File: config.mk
export PLATFORM = sky130hd
export DESIGN_NAME = smem_fill_ctrl
export DESIGN_NICKNAME = d
export VERILOG_FILES = /design/src/rtl/memio_pkg.sv /design/src/rtl/memio_bus_mux.sv /design/src/rtl/smem_fill_ctrl.sv
export SDC_FILE = /design/constraint.sdc
export NUM_CORES = 1
export LEC_CHECK = 0
export CAP_MARGIN = 20
export CELL_PAD_IN_SITES_DETAIL_PLACEMENT = 2
export CELL_PAD_IN_SITES_GLOBAL_PLACEMENT = 2
export CORE_MARGIN = 2
export CORE_UTILIZATION = 22
export CTS_CLUSTER_DIAMETER = 50
export CTS_CLUSTER_SIZE = 24
export DETAILED_ROUTE_END_ITERATION = 6
export HOLD_SLACK_MARGIN = 0.02
export PLACE_DENSITY = 0.83
export SYNTH_ARGS = -nofsm -noshare
export SYNTH_HDL_FRONTEND = slang
export SYNTH_SLANG_ARGS = --single-unit
File: constraint.sdc
create_clock -name clock -period 3 [get_ports clock]
set_input_delay 0.3 -clock clock [delete_from_list [all_inputs] [get_ports clock]]
set_output_delay 0.3 -clock clock [all_outputs]
set_load 0.005 [all_outputs]
File: src/rtl/memio_pkg.sv
// Shared definitions for the screen-memory fill path: memory geometry,
// fill-controller state encoding and a cell-to-byte-address helper.
package memio_pkg;

    // Number of character cells in screen memory.
    localparam int SMEM_LOC = 1200;

    // Byte address of cell 0; each cell occupies one 32-bit word.
    localparam logic [31:0] SMEM_BASE = 32'h0002_0000;

    // Bus data width shared by the CPU and fill sources.
    localparam int DATA_W = 32;

    // Cell index width (covers 0..2047) and the one-bit-wider range width
    // used so start+count never wraps back to a low index.
    localparam int IDX_W = 11;
    localparam int RNG_W = 12;

    // Character code width.
    localparam int CHAR_W = 4;

    typedef enum logic [1:0] {
        ST_IDLE   = 2'd0,
        ST_RUN    = 2'd1,
        ST_FINISH = 2'd2
    } fill_state_e;

    // Byte address of a cell: base plus the index scaled to words.
    function automatic logic [DATA_W-1:0] cell_addr(
        input logic [DATA_W-1:0] base,
        input logic [IDX_W-1:0]  idx
    );
        return base + {{(DATA_W-IDX_W-2){1'b0}}, idx, 2'b00};
    endfunction

endpackage

File: src/rtl/memio_bus_mux.sv
// Memory-mapped IO bus mux. The CPU always owns the bus when it issues a
// request; otherwise a pending fill write takes it; otherwise the CPU
// signals pass straight through.
module memio_bus_mux
    import memio_pkg::*;
(
    input  logic              cpu_req_i,
    input  logic              fill_req_i,
    input  logic [DATA_W-1:0] cpu_addr_i,
    input  logic [DATA_W-1:0] cpu_wdata_i,
    input  logic              cpu_wr_i,
    input  logic [DATA_W-1:0] fill_addr_i,
    input  logic [DATA_W-1:0] fill_wdata_i,
    output logic [DATA_W-1:0] mem_addr_o,
    output logic [DATA_W-1:0] mem_wdata_o,
    output logic              mem_wr_o
);

    // Combinational source select; CPU is the default owner.
    always_comb begin
        mem_addr_o  = cpu_addr_i;
        mem_wdata_o = cpu_wdata_i;
        mem_wr_o    = cpu_wr_i;
        if (!cpu_req_i && fill_req_i) begin
            mem_addr_o  = fill_addr_i;
            mem_wdata_o = fill_wdata_i;
            mem_wr_o    = 1'b1;
        end
    end

endmodule

File: src/rtl/smem_fill_ctrl.sv
// Screen-memory fill controller. Writes one character code into a range of
// screen cells, one cell per free bus cycle, yielding to the CPU whenever it
// requests the bus. Out-of-range requests are rejected or clipped and flagged
// in a sticky error bit. done pulses in the cycle after FINISH, so an
// unblocked N-cell fill reports done N+2 cycles after go.
module smem_fill_ctrl
    import memio_pkg::*;
#(
    parameter int          SMEM_LOC  = memio_pkg::SMEM_LOC,
    parameter logic [31:0] SMEM_BASE = memio_pkg::SMEM_BASE
) (
    input  logic              clock,
    input  logic              reset_n,
    input  logic [31:0]       cpu_addr,
    input  logic [31:0]       cpu_writedata,
    input  logic              cpu_wr,
    input  logic              cpu_req,
    input  logic              fill_go,
    input  logic              fill_abort,
    input  logic [IDX_W-1:0]  fill_start,
    input  logic [IDX_W-1:0]  fill_count,
    input  logic [CHAR_W-1:0] fill_char,
    output logic [31:0]       mem_addr,
    output logic [31:0]       mem_writedata,
    output logic              mem_wr,
    output logic              busy,
    output logic              done,
    output logic              fill_err
);

    localparam logic [RNG_W-1:0] LOC_R    = RNG_W'(SMEM_LOC);
    localparam logic [IDX_W-1:0] LAST_IDX = IDX_W'(SMEM_LOC - 1);

    fill_state_e       state_q;
    logic [IDX_W-1:0]  idx_q;
    logic [IDX_W-1:0]  end_q;
    logic [CHAR_W-1:0] char_q;
    logic              busy_q;
    logic              done_q;
    logic              err_q;

    // Range decode of the incoming request, evaluated in 12 bits.
    logic [RNG_W-1:0]  start_ext;
    logic [RNG_W-1:0]  sum_ext;
    logic              start_oob;
    logic              clip_d;
    logic [IDX_W-1:0]  end_d;

    // Fill-side bus request.
    logic              fill_req;
    logic [31:0]       fill_addr;
    logic [31:0]       fill_wdata;

    // Decode start/end of the requested range, clipping at the last cell.
    always_comb begin
        start_ext = {1'b0, fill_start};
        sum_ext   = start_ext + {1'b0, fill_count};
        start_oob = (start_ext >= LOC_R);
        clip_d    = (sum_ext > LOC_R);
        end_d     = clip_d ? LAST_IDX : IDX_W'(sum_ext - RNG_W'(1));
    end

    // Control FSM with registered busy/done/error outputs.
    always_ff @(posedge clock or negedge reset_n) begin
        if (!reset_n) begin
            state_q <= ST_IDLE;
            idx_q   <= '0;
            end_q   <= '0;
            char_q  <= '0;
            busy_q  <= 1'b0;
            done_q  <= 1'b0;
            err_q   <= 1'b0;
        end else begin
            done_q <= 1'b0;
            case (state_q)
                ST_IDLE: begin
                    // go wins over a simultaneous abort; abort alone is ignored here.
                    if (fill_go) begin
                        char_q <= fill_char;
                        idx_q  <= fill_start;
                        end_q  <= end_d;
                        busy_q <= 1'b1;
                        if (start_oob) begin
                            err_q   <= 1'b1;
                            state_q <= ST_FINISH;
                        end else if (fill_count == '0) begin
                            err_q   <= 1'b0;
                            state_q <= ST_FINISH;
                        end else begin
                            err_q   <= clip_d;
                            state_q <= ST_RUN;
                        end
                    end
                end
                ST_RUN: begin
                    if (fill_abort) begin
                        state_q <= ST_FINISH;
                    end else if (!cpu_req) begin
                        // A CPU-held cycle leaves idx unchanged so the same cell is retried.
                        if (idx_q == end_q) begin
                            state_q <= ST_FINISH;
                        end else begin
                            idx_q <= idx_q + IDX_W'(1);
                        end
                    end
                end
                ST_FINISH: begin
                    done_q  <= 1'b1;
                    busy_q  <= 1'b0;
                    state_q <= ST_IDLE;
                end
                default: begin
                    busy_q  <= 1'b0;
                    state_q <= ST_IDLE;
                end
            endcase
        end
    end

    // Fill write request for the current cell; an abort cycle writes nothing.
    always_comb begin
        fill_req   = (state_q == ST_RUN) && !fill_abort;
        fill_addr  = cell_addr(SMEM_BASE, idx_q);
        fill_wdata = {{(32-CHAR_W){1'b0}}, char_q};
    end

    memio_bus_mux u_mux (
        .cpu_req_i    (cpu_req),
        .fill_req_i   (fill_req),
        .cpu_addr_i   (cpu_addr),
        .cpu_wdata_i  (cpu_writedata),
        .cpu_wr_i     (cpu_wr),
        .fill_addr_i  (fill_addr),
        .fill_wdata_i (fill_wdata),
        .mem_addr_o   (mem_addr),
        .mem_wdata_o  (mem_writedata),
        .mem_wr_o     (mem_wr)
    );

    assign busy     = busy_q;
    assign done     = done_q;
    assign fill_err = err_q;

endmodule
# Word-level counts from Yosys, hierarchy flattened
# Index checks and enable logic that the tools add are counted.
totals:
  register_bits: 31
  input_bits: 96
  output_inout_bits: 68
classes:
  n_lt_le_gt_ge: 2
  bitwise_logic: 1
  n_addsub: 4
  mux: 21
  n_eq_ne: 9
  reduce_logical: 11
op_table:
  columns: ["operator", "count"]
  rows:
  - ["32-bit two-way mux", 2]
  - ["11-bit two-way mux", 5]
  - ["11-bit case mux with 2 select lines", 1]
  - ["18-bit by 13-bit adder with 19-bit output, first input constant", 1]
  - ["11-bit by 11-bit adder with 12-bit output", 1]
  - ["12-bit by 11-bit > comparator with 1-bit output, second input constant", 1]
  - ["2-bit two-way mux", 6]
  - ["11-bit by 1-bit adder with 11-bit output, second input constant", 1]
  - ["11-bit == test", 1]
  - ["11-bit greater-or-equal comparator, second input constant", 1]
  - ["11-bit zero test", 1]
  - ["11-bit by 1-bit subtractor with 11-bit output, second input constant", 1]
  - ["2-bit != test, second input constant", 4]
  - ["3-bit != test, second input constant", 2]
  - ["1-bit two-way mux", 5]
  - ["5-bit AND reduction", 1]
  - ["2-bit case mux with 2 select lines", 1]
  - ["2-bit AND reduction", 2]
  - ["3-bit AND reduction", 1]
  - ["2-bit by 1-bit == test with 1-bit output, second input constant", 1]
  - ["2-bit == test, second input constant", 1]
  - ["1-bit logical AND", 2]
  - ["1-bit zero test", 2]
  - ["2-bit zero test", 1]
  - ["other kinds (3)", 3]

# Depth between registers and ports, before layout
logic_depth:
  word_depth: 5
  ltp_mapped: 9

# Cells and area by module
# A second synthesis with hierarchy kept.
hier_totals:
  cells_unflattened: 357
  hier_area_um2: 3483.3
modules_own_cells:
  columns: ["module", "cells_each", "seq_area_each_um2", "n_inst", "area_per_inst_um2"]
  rows:
  - ["smem_fill_ctrl", 284, 775.7, 1, 2438.6]
  - ["memio_bus_mux", 73, 0.0, 1, 1044.8]

# Worst setup path after synthesis
# No wires, ideal clock.
synth_path:
  kind: "input to register"
  startpoint: "in fill_start[0]"
  endpoint: "reg end_q[9]"
  path_stages: 9
  arrival_ps: 2273
  path_slack_ps: 608
  n_path_buf: 0
  path_cell_list: "ha_1 > fa_1 > a21o_1 > a21oi_1 > xnor2_1 > nor3_1 > nand4_1 > xnor2_1 > a31o_1"
synth_via:
  elab_chain_len: 3
  word_cells_on_any_way: 4
  cone_classes: "2 x add/sub; 1 x order compare; 1 x mux"
synth_lines:
  columns: ["item", "line_no", "source"]
  rows:
  - ["start, declared", "smem_fill_ctrl.sv:20", "input logic [IDX_W-1:0] fill_start,"]
  - ["11-bit by 11-bit adder with 12-bit output (*)", "smem_fill_ctrl.sv:57", "sum_ext = start_ext + {1'b0, fill_count};"]
  - ["11-bit by 1-bit subtractor with 11-bit output / 12-bit by 11-bit > comparator with 1-bit output (equally long branches)", "smem_fill_ctrl.sv:60, smem_fill_ctrl.sv:59", null]
  - ["11-bit two-way mux (*)", "smem_fill_ctrl.sv:60", "end_d = clip_d ? LAST_IDX : IDX_W'(sum_ext - RNG_W'(1));"]
  - ["end signal, assigned", "smem_fill_ctrl.sv:81", "end_q <= end_d;"]
  - ["end, declared", "smem_fill_ctrl.sv:36", "logic [IDX_W-1:0] end_q;"]
# Mark *: on every way between the ends. The rest lies on a longest branch, timed or not.
# A chain may end at the register's enable or synchronous reset.

# Worst setup path after layout
layout_path:
  startpoint: "in fill_start[0]"
  endpoint: "reg end_q[7]"
# Same word-level chain as after synthesis.

==> flow_summary_export.csv <==
group,metric,value,unit
global_route,overflow,0,
timing,worst_clock_skew,3.83,ps
synth,yosysSeqAreaShare,0.262,
synth,avgSynthCellArea,8.18,um^2
floorplan,initial_core_util,0.224,
global_route,grt_pass1_vias,3694,
setup_path,r2r_setup_slack,710,ps
setup_path,critical-path-slowest-cell,"clkdlybuf4s50_1",
global_route,grt.total_usage,0.188,
placed_design,gp_congestion,0.792,
global_route,grt_pass1_wl,21200,um
setup_path,worstSetupStartpointType,"primary input",
cts,clk_latency,280,ps
cts,cts_tree,"built",
setup_path,cp_max_fo,5,
layout,layout-drive-gt1-share,0.0990,
setup_path,worstPathCellList,"clkdlybuf4s50_1 -> ha_1 -> fa_1 -> a21o_1 -> a21oi_1 -> xnor2_1 -> nor3_1 -> buf_4 -> nand2_1 -> xnor2_1 -> a31oi_1",
setup_path,critPathArrivalTime,2860,ps
pwr,combPwrFrac,0.515,
pwr,pwr_density_cell,570,mW/mm^2
floorplan,row_count,42,
floorplan,io_pins,164,
floorplan,die-width,120,um
synth,yosys-top-cells-area,"dfrtp_1 26%, nor2b_1 11%, xnor2_1 6.2%, ha_1 5.9%, mux2_2 5.7%",
timing,finalCriticalPeriod,2750,ps
setup_path,endpoint_kind,"flop",
placed_design,dp_hpwl,11300,um
setup_path,cpLargestDelayFamily,"adder cells",
layout,fin_nets,636,
layout,fill_cells,1471,
timing,period_share,0.917,
cts,clockBufferDepth,2,
setup_path,critPathBufInv,2,
job,max_cap_viol_count,0,
synth,synthCells,362,
synth,yosysTopAreaCellShare,0.262,
pwr,p_int,0.00170,W
timing,hold_viol_final,0,
synth,synth-edff-count,0,
timing,rsz0062_at_grt,"false",
worst_hold_path,hold_class,"in -> async",
cts,cts_made_buffers,5,
pwr,p_sw_frac,0.403,
cts,clkSinkCount,31,
synth,ys.flop_type,"dfrtp_1",
pwr,power.total,0.00285,W
cts,cts_hold_buf,0,
placed_design,place_ws,-30.9,ps
cts,cts_resized,0,
cts,postCtsSetupBuffers,0,
routing,postRouteAntennaNets,0,
placed_design,io_buffers,163,
placed_design,dp_cells,694,
timing,relSlewSlack,0.419,
synth,synth_most_common_cell,"nor2b_1",
layout,diodes,0,
routing,first_iter_violations,99,
timing,setup_viol,0,
synth,ys_seq_elements,31,
global_route,antenna_found_initial,0,
synth,yosys_warnings,0,
layout,area_delta_synth_final,69.0,%
routing,finalWirelength,13600,um
setup_path,cp_slowest_stage_delay,460,ps
layout,final_cells,701,
routing,vias,3386,
synth,synth.largest_area_cell,"dfrtp_1",
cts,root_buffer,"clkbuf_16",
cts,htreeDepth,2,
floorplan,core,0.0132,mm^2
outcome,outcome,"finished clean",
synth,ys_async_sr_fraction,1.00,
setup_path,worstSetupPathType,"in -> reg",
pwr,max-vdd-ir-drop,0.225,mV
cts,cts.clk_slew.worst_paths,50,ps
pwr,power.leakage,1.95,nW
pwr,power_frac_clock,0.175,
routing,drcViolationCount,0,
pwr,seqPwrFrac,0.310,
synth,synthTopCellsByCount,"53 x nor2b_1, 31 x dfrtp_1, 27 x nand2_1, 27 x nor2_1, 21 x xnor2_1",
floorplan,die_h,120,um
pwr,p_sw,0.00115,W
timing,worst_pin_slew,871,ps
floorplan,die_area,0.0144,mm^2
routing,avgRoutedWirePerCell,19.4,um
timing,final_max_slew_viol_count,0,
routing,drt-pass1-iter-count,4,
routing,vias_per_cell,4.83,
global_route,grt_max_degree,32,
synth,synth_area,0.00296,mm^2
timing,fmax,363,MHz
setup_path,cp_common_cell,"xnor2_1",
timing,setup_ws,248,ps
setup_path,worstPathRequired,3110,ps
synth,synth_cell_type_count,54,
synth,synth_nets,473,
path summary, 6_finish.rpt:
kind,cells past startpoint,endpoint,startpoint
setup / recovery,11,end_q[7]$_DFFE_PN0P_,fill_start[0]
hold / removal,2,char_q[2]$_DFFE_PN0P_,reset_n
setup reg to reg,6,idx_q[7]$_DFFE_PN0P_,state_q[1]$_DFFE_PN0P_
hold reg to reg,2,char_q[3]$_DFFE_PN0P_,char_q[3]$_DFFE_PN0P_
max in group asynchronous,2,idx_q[7]$_DFFE_PN0P_,reset_n
min in group clock,2,char_q[3]$_DFFE_PN0P_,char_q[3]$_DFFE_PN0P_
worst register-to-register path, cell delays in order, from the launching register on:
cell,delay (ps)
dfrtp_1,420
nor2_1,220
nand2_1,340
o21ai_0,180
nand2_1,440
o21ai_0,350
o21ai_0,160
power groups by stage:
stage	clock network, W	logic, W	registers [W]
floorplan	0	0.000868	0.000765
global placement	0	0.00138	0.000866
detailed placement	0	0.00146	0.000882
CTS	0.000508	0.00149	0.000887
global route	0.000524	0.00162	0.000919
finish	0.000499	0.00147	0.000884
state kept, by name (all words and copies together), names as in the netlist:
signal    flops
busy          1
char_q        4
done          1
end_q        11
fill_err      1
idx_q        11
state_q       2
logic make-up (layout without fill, tap and decap cells):
logic type / after synthesis / in the layout / share of synthesized area
xor gates and xnor gates: 25 / 25 / 0.0803
muxes: 17 / 17 / 0.0638
and+or+nand+nor: 164 / 164 / 0.303
adders and majority gates: 15 / 15 / 0.0659
buffers and inverters: 28 / 191 / 0.0359
AOI/OAI and AO/OA: 82 / 82 / 0.189
DFF: 31 / 31 / 0.262
metrics by stage:
step                area [um^2]  TNS [ps]   util  hold slack [ps]
detailed placement         4860     -80.1  0.368              468
floorplan                  2960         0      -             4.41
global placement           4860         0  0.368              459
CTS                        5000         0  0.379              448
global route               5000         0  0.379              475
finish                     5000         0  0.379              430
layer usage:
layer,up-vias,share of wire,global-route usage
met5,-,0,0
met4,0,0.0084,0.0324
met3,12,0.046,0.0299
met2,94,0.54,0.361
met1,1673,0.40,0.220
li1,1607,-,-
cell type report:
| class | instances | area [um^2] | share of cell area |
|---|---|---|---|
| Clock buffer | 6 | 139 | 0.0278 |
| Clock inverter | 1 | 5.00 | 0.00100 |
| Inverter | 9 | 33.8 | 0.00675 |
| Multi-Input combinational cell | 303 | 2080 | 0.416 |
| Sequential cell | 31 | 776 | 0.155 |
| Tap cell | 176 | 220 | 0.0440 |
| Timing Repair Buffer | 175 | 1750 | 0.349 |
cells in the final DEF, fill, tap and decap left out, types with 14 or more instances in the layout:
master           instances
o21ai_0                 14
xnor2_1                 21
nor2b_1                 53
nor2_1                  27
dfrtp_1                 31
nand2_1                 27
mux2_2                  15
ha_1                    14
a21oi_1                 20
clkdlybuf4s50_1        163
a31oi_1                 15
(Power assumes the default switching activity.)
